File: src/rtl/clock_rate_monitor_pkg.sv
// Shared constants for the derived-clock rate monitor: counter width, channel map,
// default gate window and per-channel expected edge-count bands.
package clock_mon_pkg;

    localparam int MON_CNT_W = 16;
    localparam int MON_N_CH  = 3;

    localparam int CH_PWM    = 0;
    localparam int CH_CURCTL = 1;
    localparam int CH_I2C    = 2;

    localparam int CLK50_HZ          = 50_000_000;
    localparam int DEF_WINDOW_CYCLES = 50_000;

    localparam int PWM_HZ    = 6_250_000;
    localparam int CURCTL_HZ = 2_000_000;
    localparam int I2C_HZ    = 400_000;

    // Expected rising edges of a clock at hz over one default gate window.
    function automatic int unsigned exp_count(input int unsigned hz);
        return hz / (CLK50_HZ / DEF_WINDOW_CYCLES);
    endfunction

    // Band is +/-1 % plus one count, so a partial edge in the first window still passes.
    function automatic logic [MON_CNT_W-1:0] band_lo(input int unsigned exp_cnt);
        return MON_CNT_W'(exp_cnt - exp_cnt / 100 - 1);
    endfunction

    function automatic logic [MON_CNT_W-1:0] band_hi(input int unsigned exp_cnt);
        return MON_CNT_W'(exp_cnt + exp_cnt / 100 + 1);
    endfunction

    localparam logic [MON_N_CH*MON_CNT_W-1:0] DEF_EXP_MIN = {
        band_lo(exp_count(I2C_HZ)),
        band_lo(exp_count(CURCTL_HZ)),
        band_lo(exp_count(PWM_HZ))
    };

    localparam logic [MON_N_CH*MON_CNT_W-1:0] DEF_EXP_MAX = {
        band_hi(exp_count(I2C_HZ)),
        band_hi(exp_count(CURCTL_HZ)),
        band_hi(exp_count(PWM_HZ))
    };

endpackage

File: src/rtl/clock_rate_monitor_if.sv
// Monitored clocks, fault clear and measurement results of the clock rate monitor.
interface clock_rate_monitor_if
    import clock_mon_pkg::*;
#(
    parameter int N_CH  = MON_N_CH,
    parameter int CNT_W = MON_CNT_W
);

    logic [N_CH-1:0]       mon_clk;
    logic                  fault_clear;
    logic [N_CH*CNT_W-1:0] meas_count;
    logic                  meas_valid;
    logic [N_CH-1:0]       clk_ok;
    logic                  all_ok;
    logic [N_CH-1:0]       fault_sticky;

    modport master (
        output mon_clk, fault_clear,
        input  meas_count, meas_valid, clk_ok, all_ok, fault_sticky
    );

    modport slave (
        input  mon_clk, fault_clear,
        output meas_count, meas_valid, clk_ok, all_ok, fault_sticky
    );

endinterface

File: src/rtl/clock_rate_monitor_sync.sv
// Two-flop synchronizer for one asynchronous monitored clock, followed by a
// rising-edge detector producing a single-cycle pulse in the CLOCK_50 domain.
module clk_edge_sync (
    input  logic CLOCK_50,
    input  logic reset_n,
    input  logic async_in,
    output logic edge_pulse
);

    logic r_meta;
    logic r_sync;
    logic r_prev;

    always_ff @(posedge CLOCK_50 or negedge reset_n) begin
        if (!reset_n) begin
            r_meta <= 1'b0;
            r_sync <= 1'b0;
            r_prev <= 1'b0;
        end else begin
            r_meta <= async_in;
            r_sync <= r_meta;
            r_prev <= r_sync;
        end
    end

    assign edge_pulse = r_sync & ~r_prev;

endmodule

File: src/rtl/clock_rate_monitor.sv
// Counts rising edges of each monitored clock over a fixed CLOCK_50 window and
// flags channels whose count falls outside the expected band.
module clock_rate_monitor
    import clock_mon_pkg::*;
#(
    parameter int                    N_CH          = MON_N_CH,
    parameter int                    CNT_W         = MON_CNT_W,
    parameter int                    WINDOW_CYCLES = DEF_WINDOW_CYCLES,
    parameter logic [N_CH*CNT_W-1:0] EXP_MIN       = '0,
    parameter logic [N_CH*CNT_W-1:0] EXP_MAX       = '1
) (
    input logic                 CLOCK_50,
    input logic                 reset_n,
    clock_rate_monitor_if.slave mon
);

    localparam int               WIN_W    = $clog2(WINDOW_CYCLES);
    localparam logic [WIN_W-1:0] WIN_LAST = WIN_W'(WINDOW_CYCLES - 1);

    logic [WIN_W-1:0] r_win;
    logic             w_tc;
    logic [N_CH-1:0]  w_edge;
    logic [CNT_W-1:0] r_cnt      [N_CH];
    logic [CNT_W-1:0] w_cnt_next [N_CH];
    logic [CNT_W-1:0] r_meas     [N_CH];
    logic [N_CH-1:0]  w_in_band;
    logic [N_CH-1:0]  w_sticky_set;
    logic [N_CH-1:0]  r_clk_ok;
    logic [N_CH-1:0]  r_sticky;
    logic             r_valid;
    logic             r_all_ok;

    for (genvar g = 0; g < N_CH; g++) begin : g_ch
        clk_edge_sync u_sync (
            .CLOCK_50   (CLOCK_50),
            .reset_n    (reset_n),
            .async_in   (mon.mon_clk[g]),
            .edge_pulse (w_edge[g])
        );
        assign mon.meas_count[g*CNT_W +: CNT_W] = r_meas[g];
    end

    assign w_tc = (r_win == WIN_LAST);

    always_ff @(posedge CLOCK_50 or negedge reset_n) begin
        if (!reset_n) begin
            r_win <= '0;
        end else begin
            r_win <= w_tc ? '0 : r_win + 1'b1;
        end
    end

    // Saturating next count; an edge landing on tc is folded into the closing window.
    always_comb begin
        w_in_band = '0;
        for (int unsigned i = 0; i < N_CH; i++) begin
            w_cnt_next[i] = r_cnt[i];
            if (w_edge[i] && (r_cnt[i] != '1)) begin
                w_cnt_next[i] = r_cnt[i] + 1'b1;
            end
            w_in_band[i] = (w_cnt_next[i] >= EXP_MIN[i*CNT_W +: CNT_W]) &&
                           (w_cnt_next[i] <= EXP_MAX[i*CNT_W +: CNT_W]);
        end
        w_sticky_set = w_tc ? ~w_in_band : '0;
    end

    always_ff @(posedge CLOCK_50 or negedge reset_n) begin
        if (!reset_n) begin
            for (int unsigned i = 0; i < N_CH; i++) begin
                r_cnt[i]  <= '0;
                r_meas[i] <= '0;
            end
            r_clk_ok <= '0;
            r_sticky <= '0;
            r_valid  <= 1'b0;
            r_all_ok <= 1'b0;
        end else begin
            for (int unsigned i = 0; i < N_CH; i++) begin
                r_cnt[i] <= w_tc ? '0 : w_cnt_next[i];
                if (w_tc) begin
                    r_meas[i] <= w_cnt_next[i];
                end
            end
            if (w_tc) begin
                r_clk_ok <= w_in_band;
            end
            r_valid  <= w_tc;
            r_all_ok <= &r_clk_ok;
            // Set has priority over clear so a fault in the clearing cycle is kept.
            r_sticky <= (mon.fault_clear ? '0 : r_sticky) | w_sticky_set;
        end
    end

    assign mon.meas_valid   = r_valid;
    assign mon.clk_ok       = r_clk_ok;
    assign mon.all_ok       = r_all_ok;
    assign mon.fault_sticky = r_sticky;

endmodule

File: src/flat_wrapper.sv
// flat-port wrapper written by rule: the top's interface ports become plain ports
module clock_rate_monitor_flat import clock_mon_pkg::*;
#(
    parameter int                    N_CH          = MON_N_CH,
    parameter int                    CNT_W         = MON_CNT_W,
    parameter int                    WINDOW_CYCLES = DEF_WINDOW_CYCLES,
    parameter logic [N_CH*CNT_W-1:0] EXP_MIN       = '0,
    parameter logic [N_CH*CNT_W-1:0] EXP_MAX       = '1
)
  (CLOCK_50, reset_n, mon_mon_clk, mon_fault_clear, mon_meas_count, mon_meas_valid, mon_clk_ok, mon_all_ok, mon_fault_sticky);
  clock_rate_monitor_if #(.N_CH(N_CH), .CNT_W(CNT_W)) mon_i ();
  input logic CLOCK_50;
  input logic reset_n;
  input wire logic [$bits(mon_i.mon_clk)-1:0] mon_mon_clk;
  input wire logic [$bits(mon_i.fault_clear)-1:0] mon_fault_clear;
  output wire logic [$bits(mon_i.meas_count)-1:0] mon_meas_count;
  output wire logic [$bits(mon_i.meas_valid)-1:0] mon_meas_valid;
  output wire logic [$bits(mon_i.clk_ok)-1:0] mon_clk_ok;
  output wire logic [$bits(mon_i.all_ok)-1:0] mon_all_ok;
  output wire logic [$bits(mon_i.fault_sticky)-1:0] mon_fault_sticky;
  assign mon_i.mon_clk = mon_mon_clk;
  assign mon_i.fault_clear = mon_fault_clear;
  assign mon_meas_count = mon_i.meas_count;
  assign mon_meas_valid = mon_i.meas_valid;
  assign mon_clk_ok = mon_i.clk_ok;
  assign mon_all_ok = mon_i.all_ok;
  assign mon_fault_sticky = mon_i.fault_sticky;
  clock_rate_monitor #(.N_CH(N_CH), .CNT_W(CNT_W), .WINDOW_CYCLES(WINDOW_CYCLES), .EXP_MIN(EXP_MIN), .EXP_MAX(EXP_MAX)) u_core (.CLOCK_50(CLOCK_50), .reset_n(reset_n), .mon(mon_i));
endmodule
File: config.mk
export PLATFORM = sky130hd
export DESIGN_NAME = clock_rate_monitor_flat
export DESIGN_NICKNAME = d
export VERILOG_FILES = /design/src/rtl/clock_rate_monitor_pkg.sv /design/src/rtl/clock_rate_monitor_if.sv /design/src/rtl/clock_rate_monitor_sync.sv /design/src/rtl/clock_rate_monitor.sv /design/src/flat_wrapper.sv
export SDC_FILE = /design/constraint.sdc
export NUM_CORES = 1
export LEC_CHECK = 0
export CAP_MARGIN = 20
export CORE_AREA = 8 8 86 146
export CTS_CLUSTER_DIAMETER = 200
export DETAILED_ROUTE_END_ITERATION = 10
export DIE_AREA = 0 0 94 154
export PLACE_DENSITY = 0.77
export SLEW_MARGIN = 40
export SYNTH_ARGS = -nofsm -noshare
export SYNTH_HDL_FRONTEND = slang
export SYNTH_HIERARCHICAL = 1
export SYNTH_SLANG_ARGS = --single-unit
File: constraint.sdc
create_clock -name CLOCK_50 -period 3.6 [get_ports CLOCK_50]
set_input_delay 0.36 -clock CLOCK_50 [delete_from_list [all_inputs] [get_ports CLOCK_50]]
set_output_delay 0.36 -clock CLOCK_50 [all_outputs]
set_load 0.01 [all_outputs]
==> run summary, run 1 <==
The run finished with clean final reports. The clock sink count is 127. Based on the critical path, the design can be clocked at up to 0.4915 GHz.

The run gives 62 as the number of I/O pins. In this run the tightest slew margin relative to its limit is 52.65%. The total wire length was 12,570 um. Dividing the detail-routed wire length by the instance count gives 16.60 um. The depth of the critical timing path with buffers and inverters included is 6. The overall die area came out at 0.01448 mm^2. Summing every instance area after synthesis gives 0.005694 mm^2. The number of inserted filler cells in the final layout was 812. During synthesis, Yosys emitted a total of 6 warnings. Clock-pin slew was measured on the worst setup and hold paths at 50 ps. TritonCTS built the clock tree. Chip width: 94 um. Among cell families on the critical path, the largest total delay comes from buffers and inverters.

In the synthesized netlist, the number of instances is 555. The run gives 3920 ps as the required arrival time at the worst endpoint. The type of the worst setup path was reg2reg.

For the post-synth net total, the log shows 565. The first-pass iteration count of the detailed router is 5. The type of origin of the critical path is a flip-flop.

The worst path in the final design needs a cycle of 2035 ps, including I/O delays and setup. The logs give 8477 um for the detailed placer's ending HPWL and 18.42% for the global routing usage summed across all routing layers. At the pin with the least slew margin, the transition time is 703.7 ps.

Of the post-synthesis cell area, the dominant cell type holds 55.81%. The initial utilization of the core area, before any placement, comes to 54.18%. The later pin in the worst-skew pair is clocked with a latency of 410 ps. The number of global-route vias before repair is 4,528, and the power density over cell area is 516.7 mW/mm^2. The category of the worst setup path capture point was a flip-flop.

The violation count after the first detailed-routing iteration was 266. In the synthesized netlist the async set-or-reset flop fraction comes to 100.0%. The tools report the count of final hold-check violations as 0. On the final layout, the worst clock skew is 9.341 ps.

Once detail routing completed, the nets flagged for antenna violations numbered 0. The tools report the number of buffers on the longest clock path as 2. The final critical path takes up 56.52% of the cycle. The initial antenna violation count came out at 0. The count of max-cap constraint violations is 0, and the aggregate global routing overflow is 0. In the post-synthesis netlist, the biggest area contributors are sky130_fd_sc_hd__dfrtp_1 (56%), sky130_fd_sc_hd__o21ai_0 (3.8%), sky130_fd_sc_hd__nor2_1 (3.6%). Slowest stage cell on the critical path: sky130_fd_sc_hd__buf_4. The average instance in the mapped netlist occupies 10.26 um^2.

The worst setup timing slack at the placement stage was 1581 ps; the final count of negative-setup-slack endpoints was 0. For this run, design rule violations remaining after detail routing come to 0. Measured in cells, the most critical reg-to-reg path has a length of 6.

Setup repair after global routing left no endpoint under its margin. The worst-case IR drop observed on VDD is 422.2 uV. The deepest level of the CTS H-tree was 4; the number of synthesized register bits was 127. The total core area was 0.01051 mm^2. Cell depth of the worst min-delay path: 0.

Flip-flop cell with the highest count after synthesis: sky130_fd_sc_hd__dfrtp_1. The area added between synthesis and finish is 23.01%, and the cts-stage hold buffer count is 1. 0 antenna diodes ended up in the layout. The synthesized design contains 0 enable-type register cells. Sequential cells were found to cover 55.81% of the synthesized design area. The min-delay analysis places its worst path in the category reg2reg.

Of the cells placed in the final design, the portion with a size suffix greater than 1 is 8.612%. The floorplan step set the die height to 154 um. The tools report the leakage power summed over all cells as 2.957 nW. The number of nets in the layout is 624.

The cell taking the most area after synthesis is sky130_fd_sc_hd__dfrtp_1. Once routing completed, OpenROAD measured the worst setup slack at 1565 ps. The first global-routing pass estimated 21,430 um of wire. The cell at the root of the clock tree is sky130_fd_sc_hd__clkbuf_16. The run gives 0.8925 as the final RePlAce weighted congestion. At the worst endpoint, the arrival time is 2360 ps. During placement, the flow inserted port buffers numbering 61.

The number of gates resized after CTS was 0. Summing over every cut layer, the via total after detailed routing is 4,482. The largest single stage delay on the critical path is 470 ps. The tools report the total negative setup slack as 0 ps.

In this run the post-CTS setup repair buffer count came out at 0. Counting the buffers created by CTS gives 17. The max-slew violation total from the final report was 0; the top fanout value on the critical path was 52. Maximum number of pins on one net before global-route repair: 94. Dividing the detail-routed via count by the number of cells gives 5.921.

The tools report the count of distinct cell types in the synthesized netlist as 56. The number of core rows is 50, and the critical path buffer and inverter count is 2. Traced cell by cell, the critical path runs through nor4bb_1 -> nand4_1 -> inv_2 -> buf_4 -> nor2_1 -> a31oi_1.
## report_power, final
group | leakage (nW) | switching [mW] | internal (mW)
logic | 0.942 | 0.151 | 0.101
clock network | 0.301 | 0.598 | 1.13
registers | 1.71 | 0.126 | 1.51
total | 2.96 | 0.875 | 2.74
## logic make-up after synthesis
logic type | count (synthesis) | share of synthesized area, %
adders and majority gates | 4 | 0.8790
xor gates and xnor gates | 16 | 2.461
buffers and inverters | 39 | 3.032
DFF | 127 | 55.81
and+or+nand+nor | 234 | 22.50
AOI/OAI and AO/OA | 122 | 13.01
muxes | 13 | 2.307
## registers in the layout, summed over array words and instances, names as in the netlist
| name | cells |
|---|---|
| u_core/mon.clk_ok | 1 |
| u_core/r_win | 16 |
| u_core/g_ch.u_sync/r_meta | 3 |
| u_core/r_cnt | 48 |
| u_core/mon.fault_sticky | 3 |
| u_core/g_ch.u_sync/r_prev | 3 |
| u_core/mon.meas_valid | 1 |
| u_core/mon.meas_count | 48 |
| u_core/mon.all_ok | 1 |
| u_core/g_ch.u_sync/r_sync | 3 |
## worst reg2reg max path, delay by kind of cell, from the launching register on
family | cells | cell delay (ps)
flops | 1 | 410
simple gates | 3 | 690
compound gates | 1 | 160
buf+inv | 2 | 690
## cells in the mapped netlist (7+ instances only)
cell type                    n
sky130_fd_sc_hd__nor3_1      9
sky130_fd_sc_hd__o31ai_1     8
sky130_fd_sc_hd__nand4_1    17
sky130_fd_sc_hd__a31oi_1    26
sky130_fd_sc_hd__xnor2_1    11
sky130_fd_sc_hd__and4_1     10
sky130_fd_sc_hd__or3_1      17
sky130_fd_sc_hd__nor2_1     54
sky130_fd_sc_hd__clkbuf_1    9
sky130_fd_sc_hd__dfrtp_1   127
sky130_fd_sc_hd__mux2i_1    12
sky130_fd_sc_hd__buf_2      14
sky130_fd_sc_hd__and3_1      7
sky130_fd_sc_hd__nor4_1     11
sky130_fd_sc_hd__nand2_1    51
sky130_fd_sc_hd__a21oi_1    27
sky130_fd_sc_hd__inv_1      11
sky130_fd_sc_hd__o21ai_0    43
sky130_fd_sc_hd__nand3_1    23
## metal layers
metal  share of wire [%]  vias to the layer above  GRT usage, %
met4                 2.3                        0         8.213
met2                  53                      141         32.15
met5                   0                        -             0
li1                    -                     2138             -
met1                  39                     2171         20.12
met3                 5.2                       32         4.729
## placed cells by master (no fill, tap or decap), types with 3 or more instances in the layout
cell and count:
sky130_fd_sc_hd__bufinv_16 3, sky130_fd_sc_hd__nand2b_1 4, sky130_fd_sc_hd__o31ai_1 8, sky130_fd_sc_hd__ha_1 4, sky130_fd_sc_hd__a31oi_1 26, sky130_fd_sc_hd__a21oi_1 27
sky130_fd_sc_hd__and3_1 7, sky130_fd_sc_hd__dfrtp_1 127, sky130_fd_sc_hd__xor2_1 5, sky130_fd_sc_hd__nor2b_4 3, sky130_fd_sc_hd__nor2b_1 3, sky130_fd_sc_hd__clkbuf_8 3
sky130_fd_sc_hd__clkinv_2 7, sky130_fd_sc_hd__nor2_1 54, sky130_fd_sc_hd__o21ai_0 43, sky130_fd_sc_hd__nand2_1 51, sky130_fd_sc_hd__nand4_1 17, sky130_fd_sc_hd__and2_1 5
sky130_fd_sc_hd__or3_1 17, sky130_fd_sc_hd__nor4_1 11, sky130_fd_sc_hd__mux2i_1 12, sky130_fd_sc_hd__clkbuf_16 17, sky130_fd_sc_hd__and4_1 10, sky130_fd_sc_hd__inv_1 11
sky130_fd_sc_hd__buf_4 5, sky130_fd_sc_hd__xnor2_1 11, sky130_fd_sc_hd__nor3_1 9, sky130_fd_sc_hd__clkdlybuf4s50_1 60, sky130_fd_sc_hd__or4_1 5, sky130_fd_sc_hd__nand3_1 23
## stage by stage
| step | hold slack (ps) | total power, mW | instance area, um^2 | cells | utilization, % |
|---|---|---|---|---|---|
| floorplan | 64.41 | 1.809 | 5694 | 555 | - |
| global placement | 332.0 | 1.893 | 6387 | 724 | 60.77 |
| detailed placement | 340.3 | 1.907 | 6387 | 724 | 60.77 |
| CTS | 351.7 | 3.650 | 7004 | 757 | 66.64 |
| global route | 359.7 | 3.774 | 7004 | 757 | 66.64 |
| finish | 347.8 | 3.619 | 7004 | 757 | 66.64 |
## final timing paths
path                                                endpoint                    startpoint  slack [ps]
worst min register to register  u_core/g_ch[0].u_sync/r_sync  u_core/g_ch[0].u_sync/r_meta         350
worst max-delay path               u_core/mon.meas_count[13]              u_core/r_win[12]        1570
max in group asynchronous          u_core/mon.meas_count[30]                       reset_n        2330
min in group asynchronous                   u_core/r_cnt[11]                       reset_n         450
worst max register to register     u_core/mon.meas_count[13]              u_core/r_win[12]        1570
worst min-delay path            u_core/g_ch[0].u_sync/r_sync  u_core/g_ch[0].u_sync/r_meta         350
## layout make-up
type	count	area [um^2]	share of cell area [%]
timing repair buffer	67	668.1	9.539
sequential	127	3178	45.37
tap	130	162.7	2.322
clock buffer	20	466.7	6.663
clock inverter	12	140.1	2.001
multi-input combinational	389	2344	33.46
inverter	12	45.04	0.6431
No activity file was read; power rests on OpenSTA's default activity.
==> run 2, diff against run 1 <==
--- a/config.mk
+++ b/config.mk
@@ -6,11 +6,11 @@
 export NUM_CORES = 1
 export LEC_CHECK = 0
 export CAP_MARGIN = 20
-export CORE_AREA = 8 8 86 146
+export CORE_AREA = 8 8 89 151
 export CTS_CLUSTER_DIAMETER = 200
 export DETAILED_ROUTE_END_ITERATION = 10
-export DIE_AREA = 0 0 94 154
-export PLACE_DENSITY = 0.77
+export DIE_AREA = 0 0 97 159
+export PLACE_DENSITY = 0.75
 export SLEW_MARGIN = 40
 export SYNTH_ARGS = -nofsm -noshare
 export SYNTH_HDL_FRONTEND = slang
==> constraint.sdc (replaced) <==
create_clock -name CLOCK_50 -period 1.8 [get_ports CLOCK_50]
set_input_delay 0.18 -clock CLOCK_50 [delete_from_list [all_inputs] [get_ports CLOCK_50]]
set_output_delay 0.18 -clock CLOCK_50 [all_outputs]
set_load 0.01 [all_outputs]
==> run 2 against run 1 <==
Against the previous run:
- sequential power increased by 98%
- sequential share of layout area is 3.3 points lower
- final area up 7.9%
- register-to-register slack got worse by 1600 ps
- clock power grew 100%
- critical path depth down 1
- setup slack got worse by 1600 ps
- global-route usage decreased by 0.95 points
- critical path type unchanged
==> run summary, run 2 (synthesis results as in run 1) <==
The initial antenna violation count was 0 (unchanged). The largest voltage drop on the vdd net is 1370 uV (was 422.2 uV), and the total design power is 7.482 mW (was 3.619 mW). The first-pass iteration count of the detailed router was 4 (was 5); the critical path data arrival time was 2080 ps (was 2360 ps). Beginning of the worst register-to-register path: u_core/r_win[12] (unchanged).

The number of global-route vias before repair is 4,785 (was 4,528), and the number of I/O pins is 62 (unchanged). The logs give 2 (unchanged) for the number of buffers on the longest clock path and 0.01542 mm^2 (was 0.01448 mm^2) for the overall die area. The number of buffers created by CTS was 17 (unchanged); the count of cells along the worst register-to-register path was 5 (was 6).

The leakage power summed over all cells is 3.199 nW (was 2.957 nW). The class of the tightest hold or removal check was in2reg (was reg2reg). The post-route clock skew was 7.964 ps (was 9.341 ps); the area after detailed placement was 0.006716 mm^2 (was 0.006387 mm^2). For the register-to-register path setup slack, the log shows 4 ps (was 1570 ps).

For the count of max-cap constraint violations, the log shows 0 (unchanged). Share of final-layout standard cells stronger than drive strength 1: 17.68% (was 8.612%). Vias after detailed routing: 4,750 (was 4,482). The measured slew at the worst slew-check pin is 442.0 ps (was 703.7 ps). The capturing instance or port of the critical path was u_core/mon.meas_count[38] (was u_core/mon.meas_count[13]). The area occupied by multi-input gates was 0.002450 mm^2 (was 0.002344 mm^2); the port buffer count was 61 (unchanged). Final RePlAce weighted congestion: 0.8852 (was 0.8925). Final cycle utilization of the critical path: 99.79% (was 56.52%). The chip width was 97 um (was 94 um). The deepest level of the CTS H-tree was 4 (unchanged). Most used cells in the layout excluding fill and tap cells: sky130_fd_sc_hd__dfrtp_1 (124), sky130_fd_sc_hd__clkdlybuf4s50_1 (60), sky130_fd_sc_hd__nor2_1 (54) (was sky130_fd_sc_hd__dfrtp_1 (127), sky130_fd_sc_hd__clkdlybuf4s50_1 (60), sky130_fd_sc_hd__nor2_1 (54)). The number of core rows came out at 52 (was 50).

For the total wire length, the log shows 13,700 um (was 12,570 um). Clock-pin transition on the worst setup and hold timing paths: 50 ps (about the same). For the total core area, the log shows 0.01139 mm^2 (was 0.01051 mm^2). The capture point of the worst reg-to-reg path is u_core/mon.meas_count[38] (was u_core/mon.meas_count[13]).

The initial standard-cell utilization of the core is 50.01% (was 54.18%). The category of the worst setup path capture point was a flip-flop (unchanged). The max-slew violation total from the final report came out at 0 (unchanged).

The power density over cell area was 990.1 mW/mm^2 (was 516.7 mW/mm^2). The leading cell type in the layout, fill and taps excluded was sky130_fd_sc_hd__dfrtp_1 (unchanged). The number of remaining DRC errors is 0 (unchanged). The number of antenna diodes was 0 (unchanged); the top fanout value on the critical path was 15 (was 52).

The tools report the maximum number of pins on one net before global-route repair as 68 (was 94). The cell at the root of the clock tree is sky130_fd_sc_hd__clkbuf_16 (unchanged). The count of final hold-check violations was 0 (unchanged).

The detailed placer's ending HPWL is 9233 um (was 8477 um). Timing startpoint of the critical path: u_core/r_win[12] (unchanged). The final non-filler cell area came out at 0.007557 mm^2 (was 0.007004 mm^2). The type of the worst setup path was reg2reg (unchanged).

The die outline height is 159 um (was 154 um). The global-route wire length before repair was 22,290 um (was 21,430 um). The run gives 127 (unchanged) as the clock sink count.

The tools report the relative max-transition margin as 70.31% (was 52.65%). TritonCTS built the clock tree. The sequential standard cell area was 0.003182 mm^2 (was 0.003178 mm^2). For the maximum operating frequency, the log shows 0.5567 GHz (was 0.4915 GHz). The aggregate global routing overflow came out at 0 (unchanged).

The global routing usage summed across all routing layers came out at 17.48% (was 18.42%). The routed wire length per instance is 16.96 um (was 16.60 um), and the number of inserted filler cells in the final layout is 840 (was 812). The required arrival time at the worst endpoint is 2090 ps (was 3920 ps). The post-route minimum period was 1796 ps (was 2035 ps). The final count of negative-setup-slack endpoints was 0 (unchanged); the insertion delay to the later sink of the worst-skew pair was 410 ps (about the same).

The number of nets in the layout is 670 (was 624). The tools report the type of origin of the critical path as a flip-flop (unchanged). Setup repair after global routing could not meet its margin everywhere.

The flow ran to the end, and the final reports show no timing, DRC or antenna violations. The number of nets with antenna violations after detailed routing is 0 (unchanged). The area added between synthesis and finish was 32.72% (was 23.01%). The via-per-instance ratio was 5.879 (was 5.921); the violation count after the first detailed-routing iteration was 193 (was 266).
## run 2: cell count changes in the layout (fill, tap and decap cells not counted), sizes merged
cell and change:
buf +46, clkbuf +2, clkinv -2
## run 2: cell type report
type | count | share of cell area [%]
inverter | 12 | 0.6291
clock buffer | 22 | 6.407
timing repair buffer | 113 | 14.44
multi-input combinational | 389 | 32.42
tap | 135 | 2.235
sequential | 127 | 42.10
clock inverter | 10 | 1.772
## run 2: report_power, final
group          leakage [nW]  internal, mW  switching (mW)
logic                  1.19         0.318           0.414
registers              1.71          3.02           0.224
clock network         0.302          2.32            1.19
## run 2: stage by stage
stage | TNS (ps) | instances | utilization, % | worst slack, ps | hold WS, ps
floorplan | 0 | 555 | - | 35.79 | -115.6
global placement | 0 | 767 | 58.99 | 28.05 | 232.7
detailed placement | -432.3 | 767 | 58.99 | -52.22 | 233.0
CTS | 0 | 802 | 64.95 | 1.971 | 193.3
global route | -324.7 | 808 | 66.37 | -44.97 | 203.9
finish | 0 | 808 | 66.37 | 3.729 | 209.9
## run 2: repair_timing
| item | in CTS | in global routing |
|---|---|---|
| hold buffers | 1 | 0 |
| setup buffers | 1 | 6 |
| endpoints found under the setup margin | 24 | 61 |
| gates cloned | 1 | 0 |
| pin swaps | 1 | 8 |
| resized for setup | 2 | 30 |
| endpoints found under the hold margin | 127 | 0 |
## run 2: worst min-delay path by stage
stage	from	to	slack [ps]	cells after the start
6_report	mon_mon_clk[1]	u_core/g_ch[1].u_sync/r_meta	210	1
3_3_place_gp	reset_n	u_core/mon.clk_ok[1]	230	2
3_5_place_dp	reset_n	u_core/mon.clk_ok[1]	230	2
5_1_grt	mon_mon_clk[2]	u_core/g_ch[2].u_sync/r_meta	200	1
2_1_floorplan	reset_n	u_core/g_ch[0].u_sync/r_meta	-120	0
4_1_cts	mon_mon_clk[1]	u_core/g_ch[1].u_sync/r_meta	190	1
## run 2: routing by layer
metal	GRT usage [%]	wire length (um)	vias up
met1	17.84	5241	2339
met3	5.039	620	33
li1	-	-	2240
met2	31.60	7438	138
met5	0	0	-
met4	8.234	401	0
## run 2: critical path, cell delays in order (launching register included)
cell and delay, ps:
sky130_fd_sc_hd__dfrtp_1 420, sky130_fd_sc_hd__nor4bb_2 340, sky130_fd_sc_hd__nand4_1 250, sky130_fd_sc_hd__inv_4 190, sky130_fd_sc_hd__buf_12 150, sky130_fd_sc_hd__mux2_2 330
